<file path="config.mk">
export PLATFORM = sky130hd
export DESIGN_NAME = dma_xfer_ctrl
export DESIGN_NICKNAME = d
export VERILOG_FILES = /design/src/rtl/dma_xfer_ctrl.sv
export SDC_FILE = /design/constraint.sdc
export NUM_CORES = 1
export LEC_CHECK = 0
export ABC_AREA = 1
export CORE_MARGIN = 2
export CORE_UTILIZATION = 55
export DETAILED_ROUTE_END_ITERATION = 16
export PLACE_DENSITY_LB_ADDON = 0.12
export SLEW_MARGIN = 10
export SYNTH_ARGS = -nofsm -noshare
export SYNTH_HDL_FRONTEND = slang
export SYNTH_SLANG_ARGS = --single-unit
</file>
<file path="constraint.sdc">
create_clock -name clk -period 2.7 [get_ports clk]
set_input_delay 0.405 -clock clk [delete_from_list [all_inputs] [get_ports clk]]
set_output_delay 0.405 -clock clk [all_outputs]
set_load 0.02 [all_outputs]
</file>
<file path="src/rtl/dma_xfer_ctrl.sv">
// -----------------------------------------------------------------------------
// dma_xfer_ctrl
//
// DMA burst controller. A rising edge of `go` in IDLE is acknowledged
// combinationally on `dma_req`, then `data_transfer` is held high for the
// burst length (1..256 words) while `addr` steps by STRIDE bytes per word.
// A one-cycle `done` pulse closes every burst, whether it ended normally or
// was cut short by `abort`.
//
// Parameters:
//   ADDR_W         width of base_addr / addr
//   STRIDE         byte increment of addr per word
//
// Ports:
//   clk            system clock, posedge
//   reset_n        asynchronous active-low reset
//   go             start request level (rising edge starts a burst)
//   len            burst length, 0 encodes 256 words
//   base_addr      byte address of the first word
//   abort          end the active burst after the current word
//   dma_req        start acknowledge (combinational in the start cycle)
//   data_transfer  high in each word-transfer cycle
//   addr           byte address of the current word
//   word_cnt       words transferred in the current/last burst
//   done           one-cycle pulse at the end of a burst
//   aborted        sticky: last burst ended by abort
//   ovr_err        sticky: go rose while a burst was in progress
//
// Optional feature: define DMA_XFER_SVA_EN to compile in embedded protocol
// assertions and cover points (no effect on the synthesized logic).
// -----------------------------------------------------------------------------
module dma_xfer_ctrl #(
   parameter int unsigned ADDR_W = 32,
   parameter int unsigned STRIDE = 4
) (
   input  logic              clk,
   input  logic              reset_n,
   input  logic              go,
   input  logic [7:0]        len,
   input  logic [ADDR_W-1:0] base_addr,
   input  logic              abort,
   output logic              dma_req,
   output logic              data_transfer,
   output logic [ADDR_W-1:0] addr,
   output logic [8:0]        word_cnt,
   output logic              done,
   output logic              aborted,
   output logic              ovr_err
);

   typedef enum logic [1:0] {StIdle, StXfer, StDone} state_e;

   state_e              state_q, state_d;
   logic                go_q;
   logic [8:0]          remaining_q, remaining_d;
   logic [ADDR_W-1:0]   addr_q, addr_d;
   logic [8:0]          word_cnt_q, word_cnt_d;
   logic                aborted_q, aborted_d;
   logic                ovr_err_q, ovr_err_d;
   logic                go_rise;

   assign go_rise = go & ~go_q;

   always_ff @(posedge clk or negedge reset_n) begin
      if (!reset_n) begin
         state_q     <= StIdle;
         go_q        <= 1'b0;
         remaining_q <= '0;
         addr_q      <= '0;
         word_cnt_q  <= '0;
         aborted_q   <= 1'b0;
         ovr_err_q   <= 1'b0;
      end else begin
         state_q     <= state_d;
         go_q        <= go;
         remaining_q <= remaining_d;
         addr_q      <= addr_d;
         word_cnt_q  <= word_cnt_d;
         aborted_q   <= aborted_d;
         ovr_err_q   <= ovr_err_d;
      end
   end

   always_comb begin
      state_d       = state_q;
      remaining_d   = remaining_q;
      addr_d        = addr_q;
      word_cnt_d    = word_cnt_q;
      aborted_d     = aborted_q;
      ovr_err_d     = ovr_err_q;
      dma_req       = 1'b0;
      data_transfer = 1'b0;
      done          = 1'b0;

      unique case (state_q)
         StIdle: begin
            // Gate with reset so the acknowledge cannot leak out while held in reset.
            dma_req = go_rise & reset_n;
            if (go_rise) begin
               remaining_d = (len == 8'd0) ? 9'd256 : {1'b0, len};
               addr_d      = base_addr;
               word_cnt_d  = '0;
               aborted_d   = 1'b0;
               ovr_err_d   = 1'b0;
               state_d     = StXfer;
            end
         end
         StXfer: begin
            data_transfer = 1'b1;
            word_cnt_d    = word_cnt_q + 9'd1;
            remaining_d   = remaining_q - 9'd1;
            if (go_rise) begin
               ovr_err_d = 1'b1;
            end
            // A natural last word takes priority: abort on it is not an abort.
            if (remaining_q == 9'd1) begin
               state_d = StDone;
            end else if (abort) begin
               aborted_d = 1'b1;
               state_d   = StDone;
            end else begin
               // Only advance while more words follow, so addr holds the last word.
               addr_d = addr_q + ADDR_W'(STRIDE);
            end
         end
         StDone: begin
            done    = 1'b1;
            state_d = StIdle;
            if (go_rise) begin
               ovr_err_d = 1'b1;
            end
         end
         default: begin
            state_d = StIdle;
         end
      endcase
   end

   assign addr     = addr_q;
   assign word_cnt = word_cnt_q;
   assign aborted  = aborted_q;
   assign ovr_err  = ovr_err_q;

`ifdef DMA_XFER_SVA_EN
   // Burst length as decoded at start, kept for the done-count check.
   logic [8:0] len_lat_q;

   always_ff @(posedge clk or negedge reset_n) begin
      if (!reset_n) begin
         len_lat_q <= '0;
      end else if (dma_req) begin
         len_lat_q <= (len == 8'd0) ? 9'd256 : {1'b0, len};
      end
   end

   a_rise_req : assert property (@(posedge clk) disable iff (!reset_n)
      ($rose(go) && state_q == StIdle) |-> dma_req);
   a_req_xfer : assert property (@(posedge clk) disable iff (!reset_n)
      dma_req |=> data_transfer [*1:256]);
   a_done_cnt : assert property (@(posedge clk) disable iff (!reset_n)
      (done && !aborted) |-> (word_cnt == len_lat_q));
   a_done_one : assert property (@(posedge clk) disable iff (!reset_n)
      done |=> !done);
   a_excl     : assert property (@(posedge clk) disable iff (!reset_n)
      !(data_transfer && dma_req));

   c_len_1    : cover property (@(posedge clk) disable iff (!reset_n)
      done && !aborted && word_cnt == 9'd1);
   c_len_256  : cover property (@(posedge clk) disable iff (!reset_n)
      done && !aborted && word_cnt == 9'd256);
   c_abort    : cover property (@(posedge clk) disable iff (!reset_n)
      done && aborted);
`endif

endmodule
</file>
---- Yosys cells after proc, flatten, opt, wreduce, memory -nomap -nowiden ----
Index checks and enable logic that the tools add are counted.
operators by class
  reduce and logical (&&, ||, !) cells .... 10
  equal/unequal tests ..................... 9
  muxes and demuxes ....................... 22
  bitwise operators ....................... 3
  add/subtract/negate cells ............... 3
operator list
  kind                                                                     number
  32-bit 2-to-1 mux                                                        3
  32-bit one-hot mux with 2 select lines                                   1
  9-bit one-hot mux with 2 select lines                                    2
  32-bit by 3-bit adder with 32-bit output, second input constant          1
  9-bit 2-to-1 mux                                                         3
  9-bit by 1-bit adder with 9-bit output, second input constant            1
  9-bit by 1-bit equality test with 1-bit output, second input constant    1
  9-bit by 1-bit subtractor with 9-bit output, second input constant       1
  8-bit zero test                                                          1
  2-bit inequality test, second input constant                             4
  4-bit AND reduction                                                      2
  1-bit 2-to-1 mux                                                         7
  2-bit 2-to-1 mux                                                         3
  1-bit one-hot mux with 2 select lines                                    2
  2-bit one-hot mux with 2 select lines                                    1
  2-bit AND reduction                                                      2
  2-bit nonzero test                                                       2
  3-bit inequality test, second input constant                             1
  3-bit AND reduction                                                      1
  1-bit AND                                                                2
  2-bit by 1-bit equality test with 1-bit output, second input constant    1
  2-bit equality test, second input constant                               1
  2-bit zero test                                                          1
  2-bit by 1-bit inequality test with 1-bit output, second input constant  1
  other kinds (2)                                                          2
word-level totals
  output and inout port bits .............. 46
  flip-flop bits (word level) ............. 55
  word-level logic and storage cells ...... 54

---- Logic depth before layout (Yosys ltp) ----
  word-level depth ........................ 4
  gate-level depth with buffers ........... 12
  gate-level depth less buffers ........... 11

---- Worst setup path before layout ----
OpenSTA, ideal clock, no wires.
  kind .................................... reg-to-reg
  start point ............................. reg state_q[1]
  end point ............................... reg addr_q[3] (netlist: addr[3])
  data arrival time ....................... 1.626 ns
  required time ........................... 2.576 ns
  stages on the path, launching flop included .. 10
  slack ................................... 0.950 ns
  setup time .............................. 0.124 ns
  path buffers ............................ 2
  cells stage by stage .................... dfrtp_1 > inv_1 > ha_1 > buf_4 > clkinv_1 > nand2_2 > nand2_1 > buf_4 > o211ai_1 > nand2_1
on the way
  word-level cells in the longest chain between the ends .. 3
  elaborated cells on any way between the ends .. 8
RTL lines
  what                                                                               line  RTL
  start: declaration                                                                 53    state_e state_q, state_d;
  start signal: assignment                                                           66    state_q <= StIdle;
  start signal: assignment                                                           74    state_q <= state_d;
  2-bit by 1-bit equality test with 1-bit output or 2-bit zero test (tied branches)  95    unique case (state_q)
  2-bit inequality test (no source line) or 2-bit nonzero test (tied branches)       -
  4-bit AND reduction (no source line)                                               -
  end signal: assignment                                                             77    addr_q <= addr_d;
  end: declaration                                                                   56    logic [ADDR_W-1:0] addr_q, addr_d;
Parallel ways exist; a longest one is shown, timed or not.
A chain may end at the register's enable or synchronous reset.

---- Worst setup path in the final report ----
  start point ............................. reg state_q[1]
  end point ............................... out dma_req
on the way
  word-level cells in the longest chain between the ends .. 2
RTL lines
  what              line  RTL
  2-bit zero test   95
  1-bit 2-to-1 mux  95
  end: declaration  42    output logic dma_req,
No other way between the ends.

==> impl_metrics.env <==
export IMPL_maxCapViolCount=0
export IMPL_hp_class="in -> async"
export IMPL_antenna_found_initial=0
export IMPL_ant_nets=0
export IMPL_cts_tree="yes"
export IMPL_r2r_end="addr[11]$_DFFE_PN0P_"
export IMPL_drtPass1Iterations=5
export IMPL_synth_warnings=0
export IMPL_p_clk_frac=0.110
export IMPL_period_minus_slack_ns=2.50
export IMPL_ys_async_sr_fraction=1.00
export IMPL_core_rowCount=30
export IMPL_crit_required_ns=2.30
export IMPL_grt_use_total=0.257
export IMPL_final_core_util=0.721
export IMPL_grt_pass1_vias=3796
export IMPL_insertedDiodeCount=0
export IMPL_worstMarginPinSlew_ns=0.712
export IMPL_critPathMaxFanout=4
export IMPL_slew_viol_final=0
export IMPL_syn_to_final_growth_pct=27.5
export IMPL_power_internal_w=0.00273
export IMPL_synth_seq_area_share=0.360
export IMPL_r2r_start="state_q[1]$_DFFE_PN0P_"
export IMPL_finalHoldViolCount=0
export IMPL_end_kind="output port"
export IMPL_reg2reg_slack_ns=0.68
export IMPL_cts_num_sinks=55
export IMPL_synthFlopType="dfrtp_1"
export IMPL_die_h_um=87.3
export IMPL_cts_buffers=5
export IMPL_initial_core_util=0.565
export IMPL_synth_cells=598
export IMPL_fin_setup_tns_ns=0
export IMPL_top_layer="met4"
export IMPL_fin_skew_ns=0.00817
export IMPL_arrival_ns=2.09
export IMPL_worst_slack_ns=0.203
export IMPL_p_sw_frac=0.484
export IMPL_gr_total_overflow=0
export IMPL_core_um2=6760
export IMPL_synth_enable_flop_cells=0
export IMPL_netlist_area_um2=3820
export IMPL_worstRegToRegCells=8
export IMPL_design_die_area_um2=7630
export IMPL_io_pins=90
export IMPL_status="finished clean"
export IMPL_place_area_um2=4750
export IMPL_synth_seq_cells=55
export IMPL_p_switching_w=0.00257
export IMPL_p_total_w=0.00530
export IMPL_power_frac_comb=0.582
export IMPL_drtIter0Drc=192
export IMPL_fmax_mhz=401
export IMPL_setup_viol=0
export IMPL_nNetsFinal=735
export IMPL_dr_wl_met2_mm=4.87
export IMPL_layout_drive_gt1_share=0.0658
export IMPL_port_buffers=89
export IMPL_irDropWorstVdd_v=0.000688
export IMPL_syn_area_per_cell_um2=6.39
export IMPL_routed_wl_mm=9.55
export IMPL_routabilityCongestion=0.885
export IMPL_rsz0062_at_grt="no"
export IMPL_avgViaCountPerCell=5.24
export IMPL_p_seq_frac=0.307
export IMPL_design_area_um2=4870
export IMPL_post_cts_resized=0
export IMPL_timing_final_crit_share=0.925
export IMPL_cts_setup_buffers=0
export IMPL_crit_path_start_kind="flop"
export IMPL_clk_pin_slew_worst_paths_ns=0.10
export IMPL_p_leak_nw=2.24
export IMPL_root_buffer="clkbuf_8"
export IMPL_cts_hold_buf=0
export IMPL_maxSlewHeadroom=0.525
export IMPL_detail_route_wl_per_cell_um=12.5
export IMPL_dp_hpwl_mm=7.18
export IMPL_synth_nets=650
export IMPL_met1_length_mm=4.13
export IMPL_route_met3_wl_um=431
export IMPL_critPathKind="reg -> out"
export IMPL_synthDistinctLibCells=35
export IMPL_grt_max_degree=56
export IMPL_grt_pass1_wl_mm=16.0
export IMPL_cts_buffer_depth=2
export IMPL_drc_errors=0
export IMPL_vias=4000
export IMPL_place_ws_ns=0.295
export IMPL_p_per_area_nw_per_um2=1090
export IMPL_insertion_delay_ns=0.31
export IMPL_die_x_um=87.3
export IMPL_htreeDepth=2
worst max path at each step:
stage / startpoint / to / slack [ns] / cells after the start
6_report: state_q[1]$_DFFE_PN0P_ / dma_req / 0.20 / 7
5_1_grt: state_q[1]$_DFFE_PN0P_ / dma_req / 0.05 / 7
4_1_cts: state_q[0]$_DFFE_PN0P_ / dma_req / 0.21 / 7
3_5_place_dp: go / dma_req / 0.29 / 6
3_3_place_gp: go / dma_req / 0.33 / 6
2_1_floorplan: state_q[1]$_DFFE_PN0P_ / addr[3]$_DFFE_PN0P_ / 0.95 / 9
area by class of cell:
cell class              instances  area (um^2)
clock buffers                   6         82.6
flip-flops and latches         55         1380
well taps                      80          100
repair buffers                 95          931
multi-input cells             461         2100
clock inverters                 2         35.0
fillers                       578         1890
inverters                      65          244
sequential cells by signal, summed over array words and instances (netlist names):
register,count
go_q,1
addr,32
word_cnt,9
ovr_err,1
aborted,1
remaining_q,9
state_q,2
Yosys cell counts (4+ instances only):
cell | count | area, um^2
nand2_1 | 211 | 792
nor2_1 | 96 | 360
inv_1 | 60 | 225
dfrtp_1 | 55 | 1380
nand3_1 | 51 | 255
o21ai_0 | 32 | 160
ha_1 | 8 | 100
nand2_2 | 8 | 50.1
nor2_2 | 8 | 50.1
a21oi_1 | 7 | 35.0
buf_2 | 6 | 30.0
clkbuf_1 | 5 | 18.8
nor2_4 | 5 | 56.3
nor3_1 | 5 | 25.0
inv_2 | 4 | 15.0
o21ai_1 | 4 | 20.0
routing by layer:
metal	track usage	up-vias
li1	-	2036
met1	0.309	1856
met2	0.470	96
met3	0.0398	12
met4	0.0741	0
met5	0	-
worst max-delay path: stages (launching register included):
cell	delay, ns
dfrtp_1	0.40
inv_1	0.12
ha_1	0.20
inv_1	0.07
nor2_1	0.17
inv_1	0.11
nor2_1	0.11
clkdlybuf4s50_1	0.61
layout by cell type (no fill, tap or decap), types with 3 or more instances in the layout:
cell	count
inv_1	60
xor2_1	3
a22o_1	3
nor2_1	96
nand3_1	51
clkdlybuf4s50_1	88
inv_2	4
dfrtp_1	55
nor3_1	5
a21oi_1	7
or2_2	3
nor2_2	8
nand2_1	211
o21ai_1	4
ha_1	7
nand2_2	8
o21ai_0	32
nor2_4	5
buf_4	6
clkbuf_8	6
o22ai_1	3
logic make-up after synthesis:
logic type	share of synthesized area
AOI/OAI and AO/OA	0.0845
xor gates and xnor gates	0.00918
adders and majority gates	0.0262
buffers and inverters	0.0904
DFF	0.360
and+or+nand+nor	0.429
metrics by stage:
stage / hold WS [ns] / std cells
2_1_floorplan: 0.109 / 598
3_3_place_gp: 0.494 / 756
3_5_place_dp: 0.487 / 756
4_1_cts: 0.324 / 764
5_1_grt: 0.369 / 764
6_report: 0.294 / 764
power by group through the flow:
stage	clock, W	combinational (W)	sequential, W
finish	0.000585	0.00309	0.00163
global route	0.000616	0.00349	0.00169
CTS	0.000595	0.00310	0.00162
detailed placement	0	0.00308	0.00164
global placement	0	0.00299	0.00162
floorplan	0	0.00183	0.00187
Note: power is estimated with default switching activity, not from simulation.
==> RTL edit (same settings) <==
Add an input register stage for `base_addr` and `abort`, with the module's reset; this delays them by one clock. The other inputs are not delayed to match.
--- a/src/rtl/dma_xfer_ctrl.sv
+++ b/src/rtl/dma_xfer_ctrl.sv
@@ -51,4 +51,17 @@
    typedef enum logic [1:0] {StIdle, StXfer, StDone} state_e;
 
+   logic [ADDR_W-1:0] base_addr_q;
+   logic abort_q;
+
+   always_ff @(posedge clk or negedge reset_n) begin
+      if (!reset_n) begin
+         base_addr_q <= '0;
+         abort_q     <= '0;
+      end else begin
+         base_addr_q <= base_addr;
+         abort_q     <= abort;
+      end
+   end
+
    state_e              state_q, state_d;
    logic                go_q;
@@ -99,5 +112,5 @@
             if (go_rise) begin
                remaining_d = (len == 8'd0) ? 9'd256 : {1'b0, len};
-               addr_d      = base_addr;
+               addr_d      = base_addr_q;
                word_cnt_d  = '0;
                aborted_d   = 1'b0;
@@ -116,5 +129,5 @@
             if (remaining_q == 9'd1) begin
                state_d = StDone;
-            end else if (abort) begin
+            end else if (abort_q) begin
                aborted_d = 1'b1;
                state_d   = StDone;
Check against the original RTL: not equivalent (Yosys sat finds a counterexample within 4 cycles, from zero or initial values and one cycle with reset_n low).
==> RTL edit against the unedited design <==
- sequential power is 34% higher
- clock power grew 69%
- final area is 21% higher
- sequential cell count is 33 higher
- clock skew increased by 0.0016 ns
- sequential share of layout area increased by 9.0 points
- area after synthesis increased by 24%
- cell count is 9.2% higher
- global-route usage is 0.96 points lower
- combinational power increased by 3%
- wire length up 15%
- die area is 23% higher
- power rose by 20%
- setup slack got worse by 0.019 ns
- largest cell class is now flip-flops and latches
- highest routed layer unchanged
==> RTL edit: results (changes against the unedited design) <==
| Metric | Value |
|---|---|
| Reg-to-Reg End | `addr[27]` |
| Placed cell areas | `5700 um2 (+20%)` |
| Register Area | `2200 um2 (+60%)` |
| Routed WL | `11000 um (+15%)` |
| Vias in the first global route | `4205 (+11%)` |
| Area of the multi-input gates | `2180 um2 (+3.6%)` |
| Clk_lat worst skew | `0.35 ns (+0.04 ns)` |
| Via count | `4338 (+8.5%)` |
| Multi-input gate count | `463 (+0.43%)` |
| Multiplexer share of the synthesized area | `0% (unchanged)` |
| CTS HTree Levels | `3 (+1)` |
| Routability cong. | `0.868 (-2.0%)` |
| Largest net degree at the start of global routing | `53 (-5.4%)` |
| Post-synth net total | `689 (+6.0%)` |
| R2R setup slack | `0.65 ns (-0.03 ns)` |
| Critical path's top delay family | `buffers and inverters` |
| Non-Clock Buffer Area Fraction | `15.7% (-3.4 points)` |
| Seq/total area | `37.3% (+9.0 points)` |
| Setup Skew | `0.00977 ns (+0.00159 ns)` |
| Input/output buffers | `89 (unchanged)` |
| Rel. slew slack | `55.7% (+3.2 points)` |
| Clock buffer depth | `2 (unchanged)` |
| Num CTS Buffers | `9 (+4)` |
| Static leakage | `2.76 nW (+23%)` |
| ClkCell Share | `3.54% (+1.1 points)` |
| Post-synthesis async set-or-reset flop share | `100% (unchanged)` |
| CLK BUF | `10 (+4)` |
| Post-Synth XOR/XNOR Area | `0% (-0.92 points)` |
| Adder-cell share of the synthesized area | `2.11% (-0.51 points)` |
| Ant diodes | `0 (unchanged)` |
| Non-clock inverters | `69 (+6.2%)` |
| Max IR drop VDD | `0.597 mV (-13%)` |
| Dpl hpwl | `8000 um (+11%)` |
| Compound-Gate Fraction of Synth Area | `7.27% (-1.2 points)` |
| Initial antenna violation count | `0 (unchanged)` |
| Post-synth top cells | `nand2_1 (200), nor2_1 (99), dfrtp_1 (88)` |
| Clock share of power | `15.6% (+4.6 points)` |
| Total internal power | `0.00347 W (+27%)` |
| Area contributors post-synth | `dfrtp_1 (46%), nand2_1 (16%), nor2_1 (7.8%)` |
| Setup Fix Bufs, Post-CTS | `0 (unchanged)` |
| Comb group | `0.00319 W (+3%)` |
| Layout cells sized above 1 | `8.50% (+1.9 points)` |
| Fillers | `694 (+20%)` |
| Cts repair resizes | `0 (unchanged)` |
| Global-route wire length before repair | `19300 um (+21%)` |
| DRT iter0 DRCs | `200 (+4.2%)` |
| R2R Path Start | `state_q[1]` |
| Placement Setup Slack | `0.308 ns (+0.0128 ns)` |
| CTS root buffer | `clkbuf_8` |
| FFs & Latches | `88 (+60%)` |
| Final Max Tran Viols | `0 (unchanged)` |
| Bufs w/o clock | `94 (-1.1%)` |
| Netlist cell types | `34 (-2.9%)` |
| Register area share after synthesis | `46.3% (+10 points)` |
| GRT Resource Usage Total | `24.8% (-0.96 points)` |
| Hold WS | `0.0849 ns (-0.210 ns)` |
| Status | `finished, final reports clean` |
| Nets | `777 (+5.7%)` |
[RTL edit: cell types whose count changed after synthesis, sizes merged, moves of 2 or more]
cell	unedited run	this run
nor2	109	111
nand3	51	57
xor2	3	0
dfrtp	55	88
nand2	219	213
o21ai	36	40
nand4	2	4
o22ai	3	0
inv	64	69
[RTL edit: worst max-delay path by stage]
stage                from     endpoint  slack [ns]
2_1_floorplan  state_q[1]  word_cnt[3]        1.01
3_3_place_gp           go      dma_req        0.37
3_5_place_dp           go      dma_req        0.31
4_1_cts        state_q[1]      dma_req        0.17
5_1_grt        state_q[1]      dma_req        0.03
6_report       state_q[1]      dma_req        0.18
[RTL edit: stage by stage]
stage	total power (W)	cells
floorplan	0.00435	637
global placement	0.00527	819
detailed placement	0.00538	819
CTS	0.00638	834
global route	0.00689	834
finish	0.00635	834
[RTL edit: per-layer routing]
metal	up-vias	part of all wire [%]	global-route usage, %
met3	10	4.8	4.99
met1	2052	46	33.7
met5	-	0	0
met2	108	48	41.8
li1	2168	-	-
met4	0	0.87	4.23
